===== src/rtl/bus_read_ctrl_pkg.sv =====
// Shared processor package: common-bus source select codes and read-controller state encodings.
package bus_read_ctrl_pkg;

  typedef enum logic [2:0] {
    SRC_AC  = 3'd0,
    SRC_AR  = 3'd1,
    SRC_DR  = 3'd2,
    SRC_IR  = 3'd3,
    SRC_PC  = 3'd4,
    SRC_R   = 3'd5,
    SRC_TR  = 3'd6,
    SRC_MEM = 3'd7
  } src_sel_t;

  typedef enum logic [2:0] {
    ST_IDLE     = 3'd0,
    ST_REG      = 3'd1,
    ST_MEM_REQ  = 3'd2,
    ST_MEM_WAIT = 3'd3,
    ST_DONE     = 3'd4
  } rd_state_t;

endpackage


===== src/rtl/bus_read_ctrl_src_mux.sv =====
// bus_src_mux: combinational 8:1 register source select onto the common bus, AR zero-extended.
import bus_read_ctrl_pkg::*;

module bus_src_mux #(
  parameter int DATA_W = 16,
  parameter int ADDR_W = 12
) (
  input  logic [2:0]        select,
  input  logic [DATA_W-1:0] ac,
  input  logic [ADDR_W-1:0] ar,
  input  logic [DATA_W-1:0] dr,
  input  logic [DATA_W-1:0] ir,
  input  logic [DATA_W-1:0] pc,
  input  logic [DATA_W-1:0] r,
  input  logic [DATA_W-1:0] tr,
  output logic [DATA_W-1:0] data
);

  // Memory code yields zero here; memory data takes the separate MEM_WAIT path.
  always_comb begin
    data = '0;
    case (src_sel_t'(select))
      SRC_AC:  data = ac;
      SRC_AR:  data = DATA_W'(ar);
      SRC_DR:  data = dr;
      SRC_IR:  data = ir;
      SRC_PC:  data = pc;
      SRC_R:   data = r;
      SRC_TR:  data = tr;
      default: data = '0;
    endcase
  end

endmodule


===== src/rtl/bus_read_ctrl.sv =====
// Common-bus read controller: register reads in 3 cycles, memory reads via a mem_rd/mem_ready handshake.
// Optional MEM_WAIT watchdog enabled by defining BUS_READ_TIMEOUT_EN.
import bus_read_ctrl_pkg::*;

module bus_read_ctrl #(
  parameter int DATA_W      = 16,
  parameter int ADDR_W      = 12,
  parameter int TIMEOUT_CYC = 15
) (
  input  logic              clk,
  input  logic              rst_n,
  input  logic              req,
  input  logic [2:0]        select,
  input  logic [DATA_W-1:0] ac,
  input  logic [ADDR_W-1:0] ar,
  input  logic [DATA_W-1:0] dr,
  input  logic [DATA_W-1:0] ir,
  input  logic [DATA_W-1:0] pc,
  input  logic [DATA_W-1:0] r,
  input  logic [DATA_W-1:0] tr,
  output logic              mem_rd,
  output logic [ADDR_W-1:0] mem_addr,
  input  logic [DATA_W-1:0] mem_rdata,
  input  logic              mem_ready,
  output logic [DATA_W-1:0] bus_data,
  output logic              bus_valid,
  output logic              busy,
  output logic              bus_err,
  output rd_state_t         fsm_state
);

  // Handshakes: req is a level accepted only when busy=0 (never queued); mem_rd is a
  // one-cycle strobe, after which mem_ready=1 in MEM_WAIT delivers mem_rdata; bus_valid
  // is a one-cycle pulse with bus_data already stable in that cycle.

  rd_state_t         state, next_state;
  logic [DATA_W-1:0] src_data;
  logic              load_src, load_addr, load_mem, time_out, accept;

  bus_src_mux #(.DATA_W(DATA_W), .ADDR_W(ADDR_W)) u_src_mux (
    .select (select),
    .ac     (ac),
    .ar     (ar),
    .dr     (dr),
    .ir     (ir),
    .pc     (pc),
    .r      (r),
    .tr     (tr),
    .data   (src_data)
  );

`ifdef BUS_READ_TIMEOUT_EN
  localparam int CNT_W = $clog2(TIMEOUT_CYC + 1);
  logic [CNT_W-1:0] wait_cnt;
  logic             wait_expired;

  assign wait_expired = (wait_cnt == CNT_W'(TIMEOUT_CYC - 1));

  always_ff @(posedge clk or negedge rst_n) begin
    if (!rst_n)                    wait_cnt <= '0;
    else if (state == ST_MEM_WAIT) wait_cnt <= wait_cnt + CNT_W'(1);
    else                           wait_cnt <= '0;
  end

  always_ff @(posedge clk or negedge rst_n) begin
    if (!rst_n)        bus_err <= 1'b0;
    else if (accept)   bus_err <= 1'b0;
    else if (time_out) bus_err <= 1'b1;
  end
`else
  assign bus_err = 1'b0;
`endif

  always_ff @(posedge clk or negedge rst_n) begin
    if (!rst_n) state <= ST_IDLE;
    else        state <= next_state;
  end

  always_comb begin
    next_state = state;
    load_src   = 1'b0;
    load_addr  = 1'b0;
    load_mem   = 1'b0;
    time_out   = 1'b0;
    accept     = 1'b0;
    case (state)
      ST_IDLE: begin
        if (req) begin
          accept = 1'b1;
          if (src_sel_t'(select) == SRC_MEM) begin
            load_addr  = 1'b1;
            next_state = ST_MEM_REQ;
          end else begin
            load_src   = 1'b1;
            next_state = ST_REG;
          end
        end
      end
      ST_REG:     next_state = ST_DONE;
      ST_MEM_REQ: next_state = ST_MEM_WAIT;
      ST_MEM_WAIT: begin
        if (mem_ready) begin
          load_mem   = 1'b1;
          next_state = ST_DONE;
        end
`ifdef BUS_READ_TIMEOUT_EN
        else if (wait_expired) begin
          time_out   = 1'b1;
          next_state = ST_DONE;
        end
`endif
      end
      ST_DONE:    next_state = ST_IDLE;
      default:    next_state = ST_IDLE;
    endcase
  end

  // Sources are sampled only on the IDLE-exit edge; results hold until the next completion.
  always_ff @(posedge clk or negedge rst_n) begin
    if (!rst_n) begin
      bus_data <= '0;
      mem_addr <= '0;
    end else begin
      if (load_src)      bus_data <= src_data;
      else if (load_mem) bus_data <= mem_rdata;
      else if (time_out) bus_data <= '0;
      if (load_addr)     mem_addr <= ar;
    end
  end

  assign mem_rd    = (state == ST_MEM_REQ);
  assign bus_valid = (state == ST_DONE);
  assign busy      = (state != ST_IDLE);
  assign fsm_state = state;

endmodule


===== config.mk =====
export PLATFORM = sky130hd
export DESIGN_NAME = bus_read_ctrl
export DESIGN_NICKNAME = d
export VERILOG_FILES = /design/src/rtl/bus_read_ctrl_pkg.sv /design/src/rtl/bus_read_ctrl_src_mux.sv /design/src/rtl/bus_read_ctrl.sv
export SDC_FILE = /design/constraint.sdc
export NUM_CORES = 1
export LEC_CHECK = 0
export ABC_AREA = 1
export BUFFER_PORTS_ARGS = -buffer_cell sky130_fd_sc_hd__buf_2
export CORE_ASPECT_RATIO = 0.8
export CORE_UTILIZATION = 43
export CTS_BUF_LIST = sky130_fd_sc_hd__clkbuf_4
export CTS_CLUSTER_DIAMETER = 100
export DETAILED_ROUTE_END_ITERATION = 12
export GPL_TIMING_DRIVEN = 0
export PLACE_DENSITY_LB_ADDON = 0.2
export SETUP_SLACK_MARGIN = 0.02
export SLEW_MARGIN = 20
export SYNTH_ARGS = -nofsm -noshare
export SYNTH_HDL_FRONTEND = slang
export SYNTH_SLANG_ARGS = --single-unit

===== constraint.sdc =====
create_clock -name clk -period 2.3 [get_ports clk]
set_input_delay 0.23 -clock clk [delete_from_list [all_inputs] [get_ports clk]]
set_output_delay 0.23 -clock clk [all_outputs]
set_load 0.01 [all_outputs]

-- After elaboration in Yosys (flattened, before gate mapping)
Cells that the tools add are included.
- flip-flop bits (word level): 31
- output and inout port bits: 35
- word-level logic and storage cells: 36
- equality and inequality tests: 13
- muxes and demuxes: 15
- reduce and logical (&&, ||, !) cells: 5
- operators by type and width (operator ; count):
    $pmux W16 S7 ; 1
    $mux W16 ; 2
    $eq A3 B3 Y1 const B ; 5
    $eq A3 B2 Y1 const B ; 4
    $pmux W3 S4 ; 1
    $mux W1 ; 8
    $eq A3 B1 Y1 const B ; 2
    $logic_not A3 Y1 ; 2
    $mux W3 ; 2
    $ne A2 B2 Y1 const B ; 2
    $reduce_bool A3 Y1 ; 1
    $mux W2 ; 1
    $reduce_and A2 Y1 ; 1
    $reduce_bool A2 Y1 ; 1

-- Depth between registers and ports, before layout
- word-level depth: 5
- depth in mapped cells: 9

-- Modules after synthesis
Synthesis repeated with hierarchy kept, for this count alone.
- cells, all modules: 470
- area, all modules: 2900.3 um^2
- modules (own cells, without submodules) (module ; times used ; cells an instance ; area an instance (um^2) ; seq. area each (um^2)):
    bus_read_ctrl ; 1 ; 223 ; 1646.6 ; 775.7
    bus_src_mux ; 1 ; 247 ; 1253.7 ; 0.0

-- Worst setup path before layout
No wires, ideal clock.
- path kind: register -> register
- from: register state[1] (netlist: fsm_state[1])
- to: register mem_addr[10]
- setup time: 0.118 ns
- arrival time: 1.285 ns
- required time: 2.182 ns
- path slack: 0.898 ns
- cell stages (with the launch flop): 8
- buffers on the path: 1
- period minus slack after synthesis: 1.402 ns
- cell sequence: dfrtp_1 nor3_2 inv_2 nor2_2 nand2_2 buf_6 nand2_1 o21ai_2
- cells in the longest elaborated chain, start to end: 2
- RTL lines (what ; RTL line ; text):
    from (decl) ; bus_read_ctrl.sv:36 ; rd_state_t state, next_state;
    from (signal assigned) ; bus_read_ctrl.sv:76 ; else state <= next_state;
    $logic_not A3 Y1 ; bus_read_ctrl.sv:86 ; case (state)
    $mux W1 ; bus_read_ctrl.sv:86 ;
    to (signal assigned) ; bus_read_ctrl.sv:127 ; if (load_addr) mem_addr <= ar;
    to (decl) ; bus_read_ctrl.sv:22 ; output logic [ADDR_W-1:0] mem_addr,
No other way between the ends.
A chain may end at the register's enable or synchronous reset.

-- Worst setup path after layout
- from: register state[0] (netlist: fsm_state[0])
- to: output port mem_rd
- cells in the longest elaborated chain, start to end: 1
- RTL lines (what ; RTL line ; text):
    $eq A3 B2 Y1 ; bus_read_ctrl.sv:131 ; assign mem_rd = (state == ST_MEM_REQ);
    to (decl) ; bus_read_ctrl.sv:21 ; output logic mem_rd,
No other way between the ends.

==> impl_results.md <==
* Synth Area in Adders at 0%
* TritonCTS clock tree: yes
* Cell family with most CP delay: flip-flops
* Vias in the first global route at 3,132
* Synth Area in Compound Gates at between 7 and 8%
* GR Util met2 at between 40 and 50%
* DR vias at 3,453
* Clock skew at roughly 0.0043 ns
* Register bit total from synthesis at 31
* Clock Tree Root: clkbuf_4
* Grt peak-use layer: met2
* Slew Viols, Final at 0
* Max-Cap Viols at 0
* Largest net degree at the start of global routing at 32
* CP Buf/Inv Count at 1
* Crit path time final at 1.619 ns
* Antenna Cells at 0
* RePlAce Congestion at between 0.9 and 1
* CP endpoint: mem_rd
* Total GRT Usage at 29.48%
* Number of port buffers at 162
* CP required at 2.07 ns
* Mapped cell area at 0.002645 sq mm
* Met3 Use GR at 6.712%
* Final cell count without fillers at 669
* Main area contributors after synthesis: dfrtp_1 (29%), nand2_1 (17%), nand4_1 (13%)
* P&R area growth vs syn at 37.75%
* Io pins at 166
* Hold Path Class: primary input to register
* Cell Count Post-Placement at 660
* Slowest cell on the critical path: dfrtp_1
* Number of fillers in the final layout at 584
* M1 GR Usage at 38.11%
* WP data arrival at 1.39 ns
* Clock transition at the registers of the reported paths at 0.11 ns
* Peak VDD IR at between 0.0007 and 0.0008 V
* Status: complete, no violations
* Crit-path max FO at 7
* Startpoint types: register
* Cell count along the critical path at 2
* Post_cts resized at 0
* Share of layout cells above drive strength 1 at around 37%
* Crit-path max cell delay at around 0.48 ns
* Final setup viols at 0
* Routed WL at approximately 9.4 mm
* Core area at 0.005912 sq mm
* Sequential element share of the synthesized area at just under 30%
* CP Capture Type: output port
* Global-route wire length before repair at 14.46 mm
* Syn Area/Cell at around 6.3 sq um
* RSZ-0062 raised after global routing: false
* Max clock buf depth at 2
* Pwr dens at 800.0 mW/mm^2
* Mux cell area share after synthesis at 0%
* Cell Chain, Critical Path: nor3_1 > buf_2
* Die Wd at 89.69 microns
* Hold_ws at approximately 0.16 ns
* Post-Syn Instances at 417
* Setup TNS at 0 ns
* Via/cell ratio at 5.161
* Drt pass-1 iters at 5
* Initial Util at 44.74%
* Syn nets at 548
* # rows at 25
* Synth Area in XOR/XNOR at 0%
* DRT antenna net count at 0
* R2r setup slk at 0.72 ns
* Synth top area share at 29.33%
* Synth unique cells at 23
* Post-CTS Setup Repair Bufs at 0
* DR DRC count at 0
* Clk Latency, worst-skew pair at 0.33 ns
* Initial antenna violation count at 0
* Tcrit/Tclk final at 70.40%
* Initial drt markers at 198
* Hpwl dp at 7.398 mm
* Cell taking the most area after synthesis: dfrtp_1
* R2r startpoint: fsm_state[0]
* Worst setup path startpoint: fsm_state[0]
* R2R Path End: bus_data[4]
* Simple-gate share of the synthesized area at 49.34%
* Reg2Reg Depth at 7
* Final #Nets at 718
* Cell leakage power at 2.129 nW
* Die H at ~72 microns
* Synth warn at 0
* CP Class: register to output port
* Clock Sinks at 31
* Final hold vios at 0
* Largest family of logic cells by synthesized area: simple AND/OR/NAND/NOR gates
* Slew HR at between 50% and 60%
* CTS Buf Count at 5
* Grt total ovfl at 0
* Slew @ Worst Pin at 0.7451 ns
* Wire per inst at 14.02 microns
* H-tree depth at 2
* Die footprint at 0.006471 sq mm
* FMAX at 617.6 MHz
## Yosys cell counts, drive strengths merged
cell	number
nand2	122
nand4	57
nor2	50
nand3	45
inv	41
dfrtp	31
o21ai	31
buf	27
nor3	6
clkbuf	5
a21oi	1
conb	1
## cell type report
cell class,instances,area (sq um),share of cell area (%)
Multi-Input combinational cell,313,1514,41.55
Timing Repair Buffer,163,820.8,22.53
Sequential cell,31,775.7,21.29
Buffer,32,201.4,5.529
Inverter,41,153.9,4.224
Tap cell,81,101.3,2.782
Clock inverter,3,38.79,1.065
Clock buffer,5,37.54,1.030
## routing by layer
metal,share of wire [%],wire length (microns),vias up
met5,0,0,-
met4,2.0,187,0
met3,8.4,787,20
met2,47,4387,184
met1,43,4018,1521
li1,-,-,1728
## logic make-up (layout without fill, tap and decap cells)
| logic type | Yosys count | count (layout) |
|---|---|---|
| AND/OR/NAND/NOR | 280 | 280 |
| other | 1 | 1 |
| buffers and inverters | 73 | 244 |
| flip-flops | 31 | 31 |
| AO/OA/AOI/OAI | 32 | 32 |
## how the worst min path moves through the flow
| stage | to | cells past startpoint | startpoint | slack, ns |
|---|---|---|---|---|
| finish | mem_addr[3] | 3 | ar[3] | 0.16 |
| global route | mem_addr[8] | 3 | ar[8] | 0.15 |
| CTS | mem_addr[3] | 3 | ar[3] | 0.15 |
| detailed placement | mem_addr[8] | 1 | rst_n | 0.32 |
| global placement | bus_data[7] | 1 | rst_n | 0.31 |
| floorplan | bus_data[0] | 0 | rst_n | -0.07 |
## cells in the final DEF, fill, tap and decap left out
cell,n
a21oi_1,1
buf_1,4
buf_2,173
buf_4,6
buf_6,6
bufinv_16,1
clkbuf_1,5
clkbuf_4,5
clkinv_1,1
clkinv_2,1
conb_1,1
dfrtp_1,31
dlygate4sd3_1,1
inv_1,35
inv_2,6
nand2_1,121
nand2_2,1
nand3_1,43
nand3_2,2
nand4_1,57
nor2_1,46
nor2_2,2
nor2_4,2
nor3_1,3
nor3_2,3
o21ai_0,7
o21ai_1,12
o21ai_2,12
## worst reg2reg max path, cell delays in order (launching register included)
cell     delay (ns)
dfrtp_1        0.48
nor3_2         0.31
nand3_2        0.14
inv_2          0.11
buf_4          0.17
nand3_1        0.13
nand2_1        0.08
nand2_1        0.05
## power breakdown
part / internal, W / leakage [nW] / switching [W] / total (W)
Combinational: 0.000624 / 1.71 / 0.000879 / 0.00150
Clock: 0.000223 / 0.0426 / 0.000206 / 0.000430
Sequential: 0.000814 / 0.376 / 0.000167 / 0.000982
Total: 0.00166 / 2.13 / 0.00125 / 0.00291
## sequential cells by signal, indices dropped and copies added, names as in the netlist
| signal | cells |
|---|---|
| mem_addr | 12 |
| fsm_state | 3 |
| bus_data | 16 |
## per-stage QoR
step / power (W) / area (sq um) / worst slack, ns / util [%]
after floorplan: 0.001879 / 2645 / 0.8976 / -
after global placement: 0.002450 / 3557 / 0.8098 / 60.17
after detailed placement: 0.002485 / 3557 / 0.7672 / 60.17
after CTS: 0.002929 / 3643 / 0.6466 / 61.63
after global routing: 0.003177 / 3643 / 0.5350 / 61.63
final: 0.002915 / 3643 / 0.6809 / 61.63
## timing repair
| item | 4_1_cts | 5_1_grt |
|---|---|---|
| endpoints found under the hold margin | 31 | 0 |
| hold buffers | 1 | 0 |
| endpoints found under the setup margin | 0 | 0 |
(Power assumes the default switching activity.)
